`config.mk`:
```
export PLATFORM = sky130hd
export DESIGN_NAME = pipeline_hazard_ctrl
export DESIGN_NICKNAME = d
export VERILOG_FILES = /design/src/rtl/pipeline_hazard_ctrl.sv
export SDC_FILE = /design/constraint.sdc
export NUM_CORES = 1
export LEC_CHECK = 0
export CELL_PAD_IN_SITES_DETAIL_PLACEMENT = 1
export CELL_PAD_IN_SITES_GLOBAL_PLACEMENT = 2
export CORE_UTILIZATION = 15
export DETAILED_ROUTE_END_ITERATION = 10
export PLACE_DENSITY_LB_ADDON = 0.1
export SYNTH_ARGS = -nofsm -noshare
export SYNTH_HDL_FRONTEND = slang
export SYNTH_SLANG_ARGS = --single-unit
```
`constraint.sdc`:
```
create_clock -name clk -period 1.8 [get_ports clk]
set_clock_uncertainty 0.15 [all_clocks]
set_input_delay 0.36 -clock clk [delete_from_list [all_inputs] [get_ports clk]]
set_output_delay 0.36 -clock clk [all_outputs]
set_load 0.005 [all_outputs]
```
`src/rtl/pipeline_hazard_ctrl.sv`:
```
// Purpose : stall/flush sequencer for the 5-stage pipeline (load-use, HI/LO mul/div, EX branch, dmem wait).
// Latency : control outputs are combinational from inputs + registered state; muldiv_done/mem_timeout registered.
// Backpr. : ext_mem_stall freezes every pipeline register; hazards hold PC and IF/ID and insert an ID/EX bubble.
//
// Ports:
//   clk, rst                      - clock, synchronous active-high reset
//   id_*                          - ID-stage instruction operands and class
//   id_ex_mem_read, id_ex_rd      - load currently in ID/EX and its destination
//   branch_taken_ex, ext_mem_stall- EX redirect and data-memory wait
//   *_write_en, if_id_flush, id_ex_bubble - pipeline register controls
//   muldiv_busy/done, mem_timeout - scoreboard and watchdog status
//   perf_stall_cnt/perf_flush_cnt - performance counters
// Optional: define HAZ_PERF_CNT_EN to build the performance counters; otherwise they read 0.
module pipeline_hazard_ctrl #(
    parameter int MULDIV_LATENCY = 4,
    parameter int MEM_TIMEOUT    = 64
) (
    input  logic        clk,
    input  logic        rst,
    input  logic        id_valid,
    input  logic [4:0]  id_rs,
    input  logic [4:0]  id_rt,
    input  logic        id_uses_rs,
    input  logic        id_uses_rt,
    input  logic        id_reads_hilo,
    input  logic        id_muldiv,
    input  logic        id_ex_mem_read,
    input  logic [4:0]  id_ex_rd,
    input  logic        branch_taken_ex,
    input  logic        ext_mem_stall,
    output logic        pc_write_en,
    output logic        if_id_write_en,
    output logic        id_ex_write_en,
    output logic        ex_mem_write_en,
    output logic        if_id_flush,
    output logic        id_ex_bubble,
    output logic        muldiv_busy,
    output logic        muldiv_done,
    output logic        mem_timeout,
    output logic [31:0] perf_stall_cnt,
    output logic [31:0] perf_flush_cnt
);

    localparam int BUSY_W = (MULDIV_LATENCY >= 1) ? $clog2(MULDIV_LATENCY + 1) : 1;
    localparam int WAIT_W = (MEM_TIMEOUT > 0) ? $clog2(MEM_TIMEOUT + 1) : 1;
    localparam logic [BUSY_W-1:0] BUSY_LOAD = BUSY_W'(MULDIV_LATENCY);
    localparam logic [BUSY_W-1:0] BUSY_ONE  = BUSY_W'(1);
    localparam logic [WAIT_W-1:0] WAIT_MAX  = WAIT_W'(MEM_TIMEOUT);
    localparam logic [WAIT_W-1:0] WAIT_LAST = WAIT_W'(MEM_TIMEOUT - 1);

    logic [BUSY_W-1:0] busy_cnt_q, busy_cnt_d;
    logic [WAIT_W-1:0] wait_cnt_q, wait_cnt_d;
    logic              done_q, done_d;
    logic              timeout_q, timeout_d;

    logic busy_raw;
    logic load_use;
    logic hilo_haz;
    logic issue;

    assign busy_raw = (busy_cnt_q != '0);

    // id_ex_rd==0 is $zero: a load into it never creates a dependency.
    assign load_use = id_ex_mem_read && (id_ex_rd != 5'd0) &&
                      ((id_uses_rs && (id_ex_rd == id_rs)) ||
                       (id_uses_rt && (id_ex_rd == id_rt)));

    // A second mul/div is held as well, so the scoreboard only ever tracks one op.
    assign hilo_haz = busy_raw && id_valid && (id_reads_hilo || id_muldiv);

    always_comb begin
        pc_write_en     = 1'b1;
        if_id_write_en  = 1'b1;
        id_ex_write_en  = 1'b1;
        ex_mem_write_en = 1'b1;
        if_id_flush     = 1'b0;
        id_ex_bubble    = 1'b0;
        issue           = 1'b0;
        if (rst) begin
            pc_write_en     = 1'b0;
            if_id_write_en  = 1'b0;
            id_ex_write_en  = 1'b0;
            ex_mem_write_en = 1'b0;
            if_id_flush     = 1'b1;
            id_ex_bubble    = 1'b1;
        end else if (ext_mem_stall) begin
            // Full freeze; a taken branch stays in EX and is acted on once memory is ready.
            pc_write_en     = 1'b0;
            if_id_write_en  = 1'b0;
            id_ex_write_en  = 1'b0;
            ex_mem_write_en = 1'b0;
        end else if (branch_taken_ex) begin
            if_id_flush  = 1'b1;
            id_ex_bubble = 1'b1;
        end else if (load_use || hilo_haz) begin
            pc_write_en    = 1'b0;
            if_id_write_en = 1'b0;
            id_ex_bubble   = 1'b1;
        end else begin
            issue = id_valid;
        end
    end

    always_comb begin
        busy_cnt_d = busy_cnt_q;
        if (issue && id_muldiv) begin
            busy_cnt_d = BUSY_LOAD;
        end else if (busy_raw) begin
            busy_cnt_d = busy_cnt_q - BUSY_ONE;
        end
        // Pulse lands in the cycle the counter reads zero again.
        done_d = (busy_cnt_q == BUSY_ONE);

        wait_cnt_d = '0;
        timeout_d  = timeout_q;
        if ((MEM_TIMEOUT > 0) && ext_mem_stall) begin
            wait_cnt_d = (wait_cnt_q == WAIT_MAX) ? wait_cnt_q : wait_cnt_q + WAIT_W'(1);
            if (wait_cnt_q == WAIT_LAST) begin
                timeout_d = 1'b1;
            end
        end
    end

    always_ff @(posedge clk) begin
        if (rst) begin
            busy_cnt_q <= '0;
            wait_cnt_q <= '0;
            done_q     <= 1'b0;
            timeout_q  <= 1'b0;
        end else begin
            busy_cnt_q <= busy_cnt_d;
            wait_cnt_q <= wait_cnt_d;
            done_q     <= done_d;
            timeout_q  <= timeout_d;
        end
    end

    // Status is forced low for the whole reset cycle, not just after the edge.
    assign muldiv_busy = busy_raw && !rst;
    assign muldiv_done = done_q && !rst;
    assign mem_timeout = timeout_q && !rst;

`ifdef HAZ_PERF_CNT_EN
    logic [31:0] perf_stall_cnt_q, perf_stall_cnt_d;
    logic [31:0] perf_flush_cnt_q, perf_flush_cnt_d;

    always_comb begin
        perf_stall_cnt_d = perf_stall_cnt_q;
        perf_flush_cnt_d = perf_flush_cnt_q;
        if (!pc_write_en) begin
            perf_stall_cnt_d = perf_stall_cnt_q + 32'd1;
        end
        if (!ext_mem_stall && branch_taken_ex) begin
            perf_flush_cnt_d = perf_flush_cnt_q + 32'd1;
        end
    end

    always_ff @(posedge clk) begin
        if (rst) begin
            perf_stall_cnt_q <= '0;
            perf_flush_cnt_q <= '0;
        end else begin
            perf_stall_cnt_q <= perf_stall_cnt_d;
            perf_flush_cnt_q <= perf_flush_cnt_d;
        end
    end

    assign perf_stall_cnt = perf_stall_cnt_q;
    assign perf_flush_cnt = perf_flush_cnt_q;
`else
    assign perf_stall_cnt = 32'd0;
    assign perf_flush_cnt = 32'd0;
`endif

endmodule
```
Word-level counts from Yosys, hierarchy flattened:

Cells that the tools add are included.
Widths: inputs -> output; s select.

* output and inout bits: 73
* word-level logic and storage cells: 52
* flip-flop bits (word level): 12

* bitwise gates (word level): 1
* $add $sub $neg: 2
* multiplexer cells: 19
* equality and inequality tests: 5
* reductions and logical operators: 20

Operator list (count)
* $mux 1: 17
* $eq 5x5->1: 2
* $logic_and 1x1->1: 10
* $add 7x1->7 const B: 1
* $eq 7x6->1 const B: 1
* $eq 7x7->1 const B: 1
* $mux 3: 2
* $reduce_bool 5->1: 1
* $reduce_or 2->1: 2
* $eq 3x1->1 const B: 1
* $logic_or 1x1->1: 3
* $reduce_bool 3->1: 1
* $sub 3x1->3 const B: 1
* $reduce_and 2->1: 1
* $reduce_bool 2->1: 1
* $logic_not 1->1: 1
* $not 1->1: 1

Depth between registers and ports, before layout:

Gate-level depths: netlist of run 1.

* word-level depth: 11
* mapped depth: 7
* depth with buffers taken out: 7

Worst setup path before layout of run 1:

OpenSTA, ideal clock, no wires.

* kind: input to output
* from: input id_ex_rd[1]
* to: output pc_write_en
* path slack: -0.173 ns
* stages: 5
* data required time: 1.290 ns
* data arrival time: 1.463 ns
* path buffers: 1
* path through: or4_1 o21a_1 a21oi_1 o21a_1 buf_4

* longest elaborated chain between the ends: 9
* elaborated cells on any way between the ends: 13
* classes of those cells: 2 x eq/ne; 4 x mux; 7 x reduce/logical

Ends and longest elaborated chain
* start: declaration: line 28 `input logic [4:0] id_ex_rd,`
* $eq 5x5->1 (on tied branches): line 65, 66
* $logic_and 1x1->1 (on tied branches): line 65, 66
* $logic_or 1x1->1: line 65 `((id_uses_rs && (id_ex_rd == id_rs)) ||`
* $logic_and 1x1->1 (*): line 64 `assign load_use = id_ex_mem_read && (id_ex_rd != 5'd0) &&`
* $logic_or 1x1->1 (*): line 95 `end else if (load_use || hilo_haz) begin`
* $mux 1 (*) (4 in a row)
* end: declaration: line 31 `output logic pc_write_en,`

Mark *: on every way between the ends. The rest lies on a longest branch, timed or not.

Worst setup path in the final report of run 1:

* from: input id_ex_rd[1]
* to: output if_id_write_en

* longest elaborated chain between the ends: 9
* elaborated cells on any way between the ends: 13
* classes of those cells: 2 x eq/ne; 4 x mux; 7 x reduce/logical

Ends and longest elaborated chain
* $eq 5x5->1 (on tied branches): line 65, 66
* $logic_and 1x1->1 (on tied branches): line 65, 66
* $logic_or 1x1->1: line 65
* $logic_and 1x1->1 (*): line 64
* $logic_or 1x1->1 (*): line 95
* $mux 1 (*): line 95
* $mux 1 (*): line 92 `end else if (branch_taken_ex) begin`
* $mux 1 (*): line 86 `end else if (ext_mem_stall) begin`
* $mux 1 (*): line 79 `if (rst) begin`
* end: declaration: line 32 `output logic if_id_write_en,`

Marked as above.

==> results of run 1 <==
[worst max path at each step]
| stage | start | end | cells past startpoint |
|---|---|---|---|
| 2_1_floorplan | id_ex_rd[1] | pc_write_en | 5 |
| 3_3_place_gp | id_ex_rd[1] | if_id_write_en | 6 |
| 3_5_place_dp | id_ex_rd[1] | if_id_write_en | 6 |
| 4_1_cts | id_ex_rd[2] | if_id_write_en | 6 |
| 5_1_grt | id_rt[2] | if_id_write_en | 7 |
| 6_report | id_ex_rd[1] | if_id_write_en | 6 |
[sequential cells by signal, summed over array words and instances, names as in the netlist]
register	cells
busy_cnt_q	3
done_q	1
timeout_q	1
wait_cnt_q	7
[synth_stat cells (2+ instances only)]
master / instances
buf_4: 66
nor2_1: 14
xnor2_1: 13
dfxtp_1: 12
inv_1: 6
ha_1: 5
nand3_1: 4
xor2_1: 4
a21oi_1: 3
nand2_1: 2
nand2b_1: 2
nand4_1: 2
nor2b_1: 2
nor3_1: 2
o21a_1: 2
o21bai_1: 2
[cell families after synthesis]
| logic type | Yosys count | share of synthesized area [%] |
|---|---|---|
| xor gates and xnor gates | 17 | 11.9 |
| and+or+nand+nor | 34 | 13.9 |
| buffers and inverters | 73 | 41.6 |
| DFF | 12 | 19.2 |
| other | 1 | 0.299 |
| adders and majority gates | 5 | 4.99 |
| AOI/OAI and AO/OA | 13 | 7.38 |
| muxes | 1 | 0.798 |
[worst register-to-register path: stages, from the launching register on]
cell and delay (ns):
dfxtp_1 0.36, inv_1 0.07, ha_1 0.16, nor4b_1 0.23
nand3b_1 0.22, nand2b_1 0.21, nor2_1 0.07
[final cells by class]
cell class | instances | area (sq um)
multi-input cells | 134 | 822
fillers | 971 | 6180
well taps | 102 | 128
flip-flops and latches | 12 | 243
inverters | 6 | 22.5
repair buffers | 53 | 437
clock buffers | 4 | 55.1
[timing repair]
| action | 4_1_cts | 5_1_grt |
|---|---|---|
| hold buffers | 0 | 0 |
| endpoints found under the hold margin | 0 | 0 |
| gates resized for setup | 71 | 15 |
| buffers inserted | 1 | 4 |
| gates cloned | 0 | 0 |
| pin swaps | 16 | 12 |
| endpoints found under the setup margin | 12 | 8 |
[power by group]
part / switching, uW / leakage, uW / total (uW) / internal [uW]
clock: 107 / 0.0000288 / 301 / 193
sequential: 24.4 / 0.0000983 / 329 / 304
combinational: 266 / 0.000661 / 595 / 329
total: 398 / 0.000788 / 1220 / 826
[routing by layer]
| layer | vias to the layer above | GRT usage [%] |
|---|---|---|
| li1 | 475 | - |
| met3 | 2 | 1.38 |
| met5 | - | 0 |
| met1 | 456 | 6.88 |
| met4 | 0 | 1.92 |
| met2 | 50 | 10.8 |
[metrics by stage]
stage	cell area, sq um	TNS, ns	utilization, %	hold slack (ns)
after floorplan	1490	-0.329	-	0.289
after global placement	1570	-7.57	19.9	0.314
after detailed placement	1570	-7.75	19.9	0.336
after CTS	1630	-1.43	20.6	0.349
after global routing	1710	-1.63	21.6	0.359
final	1710	-1.19	21.6	0.338
==> impl_metrics.csv, run 1 <==
group,metric,value,unit
global_route,grt_usage,5.97,%
layout,finalNetCount,240,
critical_path,r2r_start,"wait_cnt_q[0]$_SDFFE_PP0P_",
cts,cts_htree_levels,1,
route,vias,983,
place,place_ws,-1.09,ns
sta,layout_min_cycle_time,2.10,ns
critical_path,slowest_stage,"or4_4",
synth,synth_cells,156,
synth,synthTopCellsByArea,"buf_4 40%, dfxtp_1 19%, xnor2_1 9.1%",
pwr,power,1220,uW
die,rows,32,
cts,cts-buffers-inserted,3,
global_route,grt_start_max_net_pins,10,
route,drc,0,
layout,mostFrequentLayoutCells,"64 x conb_1, 17 x buf_4, 11 x nor2_1, 11 x xnor2_1, 11 x dlygate4sd2_1",
synth,synth-seq-cells,12,
critical_path,cp-start-kind,"input pin",
pwr,power.density,717,nW/um^2
layout,area_growth,36.1,%
pwr,vdd_drop_max,0.196,mV
route,wl_per_cell,9.02,microns
sta,fin_ws,-0.302,ns
min_path,min_from,"timeout_q$_SDFFE_PP0P_",
critical_path,rr_endpoint,"wait_cnt_q[3]$_SDFFE_PP0P_",
sta,post-route-period-util,117,%
cts,clk_pin_slew,0.06,ns
run_status,status,"finished, violations left",
critical_path,crit_chain,"buf_6 -> or4_4 -> o21a_4 -> a21oi_2 -> o21a_1 -> buf_2",
sta,fmax,476,MHz
min_path,hold_class,"reg2reg",
critical_path,critPathRequiredTime,1.29,ns
place,placedCellCount,303,
global_route,grt_pass1_vias,899,
route,routed.top_layer,"met4",
synth,synthFlopType,"dfxtp_1",
cts,cts_tree,"built",
sta,setup_viol,6,
route,drt_pass1_iterations,4,
synth,netlist_area,1250,sq um
global_route,grt_pass1_wl,4080,microns
die,coreArea,7890,sq um
critical_path,crit_family,"simple AND/OR/NAND/NOR gates",
flow_run,cap_viol_max_count,0,
min_path,hold_path_depth,2,
critical_path,criticalPathCategory,"in2out",
sta,hold_viol,0,
synth,synth_top_area_share,39.5,%
critical_path,cp-end-kind,"output port",
critical_path,worst-path-buf-inv,2,
layout,final_common_cell,"conb_1",
critical_path,path_max_fanout,3,
critical_path,worstPathArrival,1.59,ns
synth,yosys.area.top_type,"buf_4",
critical_path,worstRegToRegCells,6,
route,routed_wl,2800,microns
cts,cts-root-buf,"clkbuf_8",
layout,layout.cells.non_filler,311,
layout,diodes,0,
route,wl_met2,1510,microns
die,die-area,8730,sq um
die,fp.dieW,93.4,microns
critical_path,slowest_delay,0.52,ns
min_path,min_to,"timeout_q$_SDFFE_PP0P_",
place,io_buffers,33,
die,ios,98,
pwr,power_leakage,0.000788,uW
die,die_h,93.4,microns
route,first_iter_violations,10,
place,hpwl,2390,microns
cts,cts.sinks,12,
route,met3_length,207,microns
cts,cts_max_path_buffers,2,
run_status,violations,"setup timing",
route,drtAntennaViolNets,0,
cts,insertion_delay,0.24,ns
critical_path,r2r_slack,0.22,ns
global_route,grt_remaining_overflow,0,
place,place_congestion,0.634,
synth,syn_avg_cell_area,8.04,sq um
sta,slew_violations,0,
synth,async_flop_share,0,%
synth,ys_seq_area_share,19.2,%
sta,rsz0062_at_grt,"yes",
synth,ys_warn_count,0,
route,vias_per_cell,3.16,
die,start_util,15.9,%
layout,drive_gt1_share,25.4,%
synth,synthDistinctLibCells,31,
route,wl_met1,1080,microns
global_route,antenna_found_initial,0,
synth,synth_edf_count,0,
(Power assumes the default switching activity.)
==> run 2, diff against run 1 <==
--- a/config.mk
+++ b/config.mk
@@ -9,7 +9,7 @@
 export CELL_PAD_IN_SITES_GLOBAL_PLACEMENT = 2
 export CORE_UTILIZATION = 15
 export DETAILED_ROUTE_END_ITERATION = 10
-export PLACE_DENSITY_LB_ADDON = 0.1
+export PLACE_DENSITY_LB_ADDON = 0.05
 export SYNTH_ARGS = -nofsm -noshare
 export SYNTH_HDL_FRONTEND = slang
 export SYNTH_SLANG_ARGS = --single-unit
==> run 2 against run 1 <==
  * Clock power decreased by 21%
  * Sequential cell count stayed put
  * Highest routed layer unchanged
  * Sequential share of layout area is 0.42 points lower
  * Die area unchanged
  * Global-route usage rose by 0.91 points
  * Power is 1.7% lower
  * The run still ends with setup timing left
  * Critical path depth grew 1
  * Combinational power rose by 6.9%
  * Register-to-register slack improved by 0.03 ns
==> impl_metrics.csv, run 2 (same netlist as run 1, synthesis figures left out) <==
group,metric,value,unit
global_route,grt_usage,6.88,%
route,vias_per_cell,3.17,
pwr,power_leakage,0.000830,uW
sta,slew_violations,0,
die,start_util,15.9,%
critical_path,cp-end-kind,"output port",
cts,insertion_delay,0.23,ns
sta,rsz0062_at_grt,"yes",
die,rows,32,
die,ios,98,
critical_path,critPathRequiredTime,1.29,ns
place,place_congestion,0.724,
global_route,grt_start_max_net_pins,7,
sta,layout_min_cycle_time,2.17,ns
layout,mostFrequentLayoutCells,"64 x conb_1, 22 x buf_4, 16 x dlygate4sd2_1, 11 x nor2_1",
pwr,vdd_drop_max,0.221,mV
sta,hold_viol,0,
critical_path,crit_chain,"buf_6 -> or4_4 -> o21a_4 -> buf_6 -> a21oi_2 -> o21a_1 -> buf_2",
route,vias,998,
layout,largest_register_ffs,7,
cts,cts.sinks,12,
sta,fin_setup_tns,-1.27,ns
place,place_ws,-1.14,ns
die,die_h,93.4,microns
die,die-area,8730,sq um
cts,cts-root-buf,"clkbuf_8",
layout,area_growth,40.3,%
critical_path,cp_common_cell,"buf_6",
cts,cts_tree,"built",
place,hpwl,2590,microns
die,coreArea,7890,sq um
critical_path,worstPathArrival,1.66,ns
die,fp.dieW,93.4,microns
pwr,power,1200,uW
pwr,power.density,684,nW/um^2
critical_path,path_max_fanout,2,
critical_path,r2r_slack,0.25,ns
cts,holdBufCountCts,0,
cts,cts_max_path_buffers,2,
global_route,antenna_found_initial,0,
flow_run,cap_viol_max_count,0,
critical_path,slowest_stage,"or4_4",
route,wl_per_cell,9.50,microns
run_status,violations,"setup timing",
layout,final_common_cell,"conb_1",
route,drtAntennaViolNets,0,
route,drt_pass1_iterations,3,
cts,cts_htree_levels,1,
run_status,status,"finished, violations left",
critical_path,slowest_delay,0.52,ns
global_route,grt_pass1_vias,1033,
route,routed_wl,2990,microns
critical_path,cp-start-kind,"input pin",
route,drc,0,
sta,setup_viol,6,
layout,drive_gt1_share,27.7,%
sta,fmax,460,MHz
layout,diodes,0,
layout,reg.largest.list,"wait_cnt_q x7, busy_cnt_q x3",
cts,cts-buffers-inserted,3,
cts,clk_pin_slew,0.05,ns
layout,top_register,"wait_cnt_q",
critical_path,criticalPathCategory,"in2out",
sta,fin_ws,-0.374,ns
place,io_buffers,33,
layout,finalNetCount,245,
global_route,grt_remaining_overflow,0,
sta,post-route-period-util,121,%
route,first_iter_violations,4,
global_route,grt_pass1_wl,4730,microns
min_path,hold_class,"reg2reg",
==> run 2: critical path: cells and delay by family <==
kind | cells | cell delay, ns
buffers and inverters | 3 | 0.31
AO/OA/AOI/OAI | 3 | 0.47
AND/OR/NAND/NOR | 1 | 0.52
==> run 2: power breakdown <==
group	internal [uW]	switching [uW]	total, uW
Combinational	353	283	636
Sequential	305	24.4	329
Clock	147	91.5	238
Total	805	399	1200
==> run 2: routing by layer <==
| metal | track usage, % | share of wire (%) | vias to the layer above |
|---|---|---|---|
| met5 | 0 | 0 | - |
| met4 | 2.18 | 1.9 | 0 |
| met3 | 2.93 | 9.2 | 6 |
| met2 | 13.4 | 57 | 49 |
| met1 | 6.40 | 32 | 456 |
| li1 | - | - | 487 |
==> run 2: area by class of cell <==
class                      count  area [sq um]
fill                         972          6130
tap                          102           128
sequential                    12           243
inverter                       6          22.5
multi-input combinational    134           840
timing repair buffer          58           485
clock buffer                   3          41.3
==> run 2: timing repair <==
action | CTS | global route
pin swaps | 17 | 13
buffers inserted | 8 | 3
setup endpoints to repair | 12 | 7
resized for setup | 75 | 17
==> run 2: worst paths after layout <==
kind                                                  from                    endpoint  depth (start not counted)
worst min register to register      timeout_q$_SDFFE_PP0P_      timeout_q$_SDFFE_PP0P_                          2
worst max register to register  wait_cnt_q[0]$_SDFFE_PP0P_  wait_cnt_q[5]$_SDFFE_PP0P_                          6
worst min-delay path                timeout_q$_SDFFE_PP0P_      timeout_q$_SDFFE_PP0P_                          2
worst max-delay path                           id_ex_rd[3]                 pc_write_en                          7
==> run 2: metrics by stage <==
stage | area (sq um) | util (%) | std cells | hold slack (ns)
2_1_floorplan | 1490 | - | 219 | 0.289
3_3_place_gp | 1580 | 20.0 | 304 | 0.304
3_5_place_dp | 1580 | 20.0 | 304 | 0.307
4_1_cts | 1700 | 21.5 | 314 | 0.315
5_1_grt | 1760 | 22.3 | 315 | 0.338
6_report | 1760 | 22.3 | 315 | 0.308
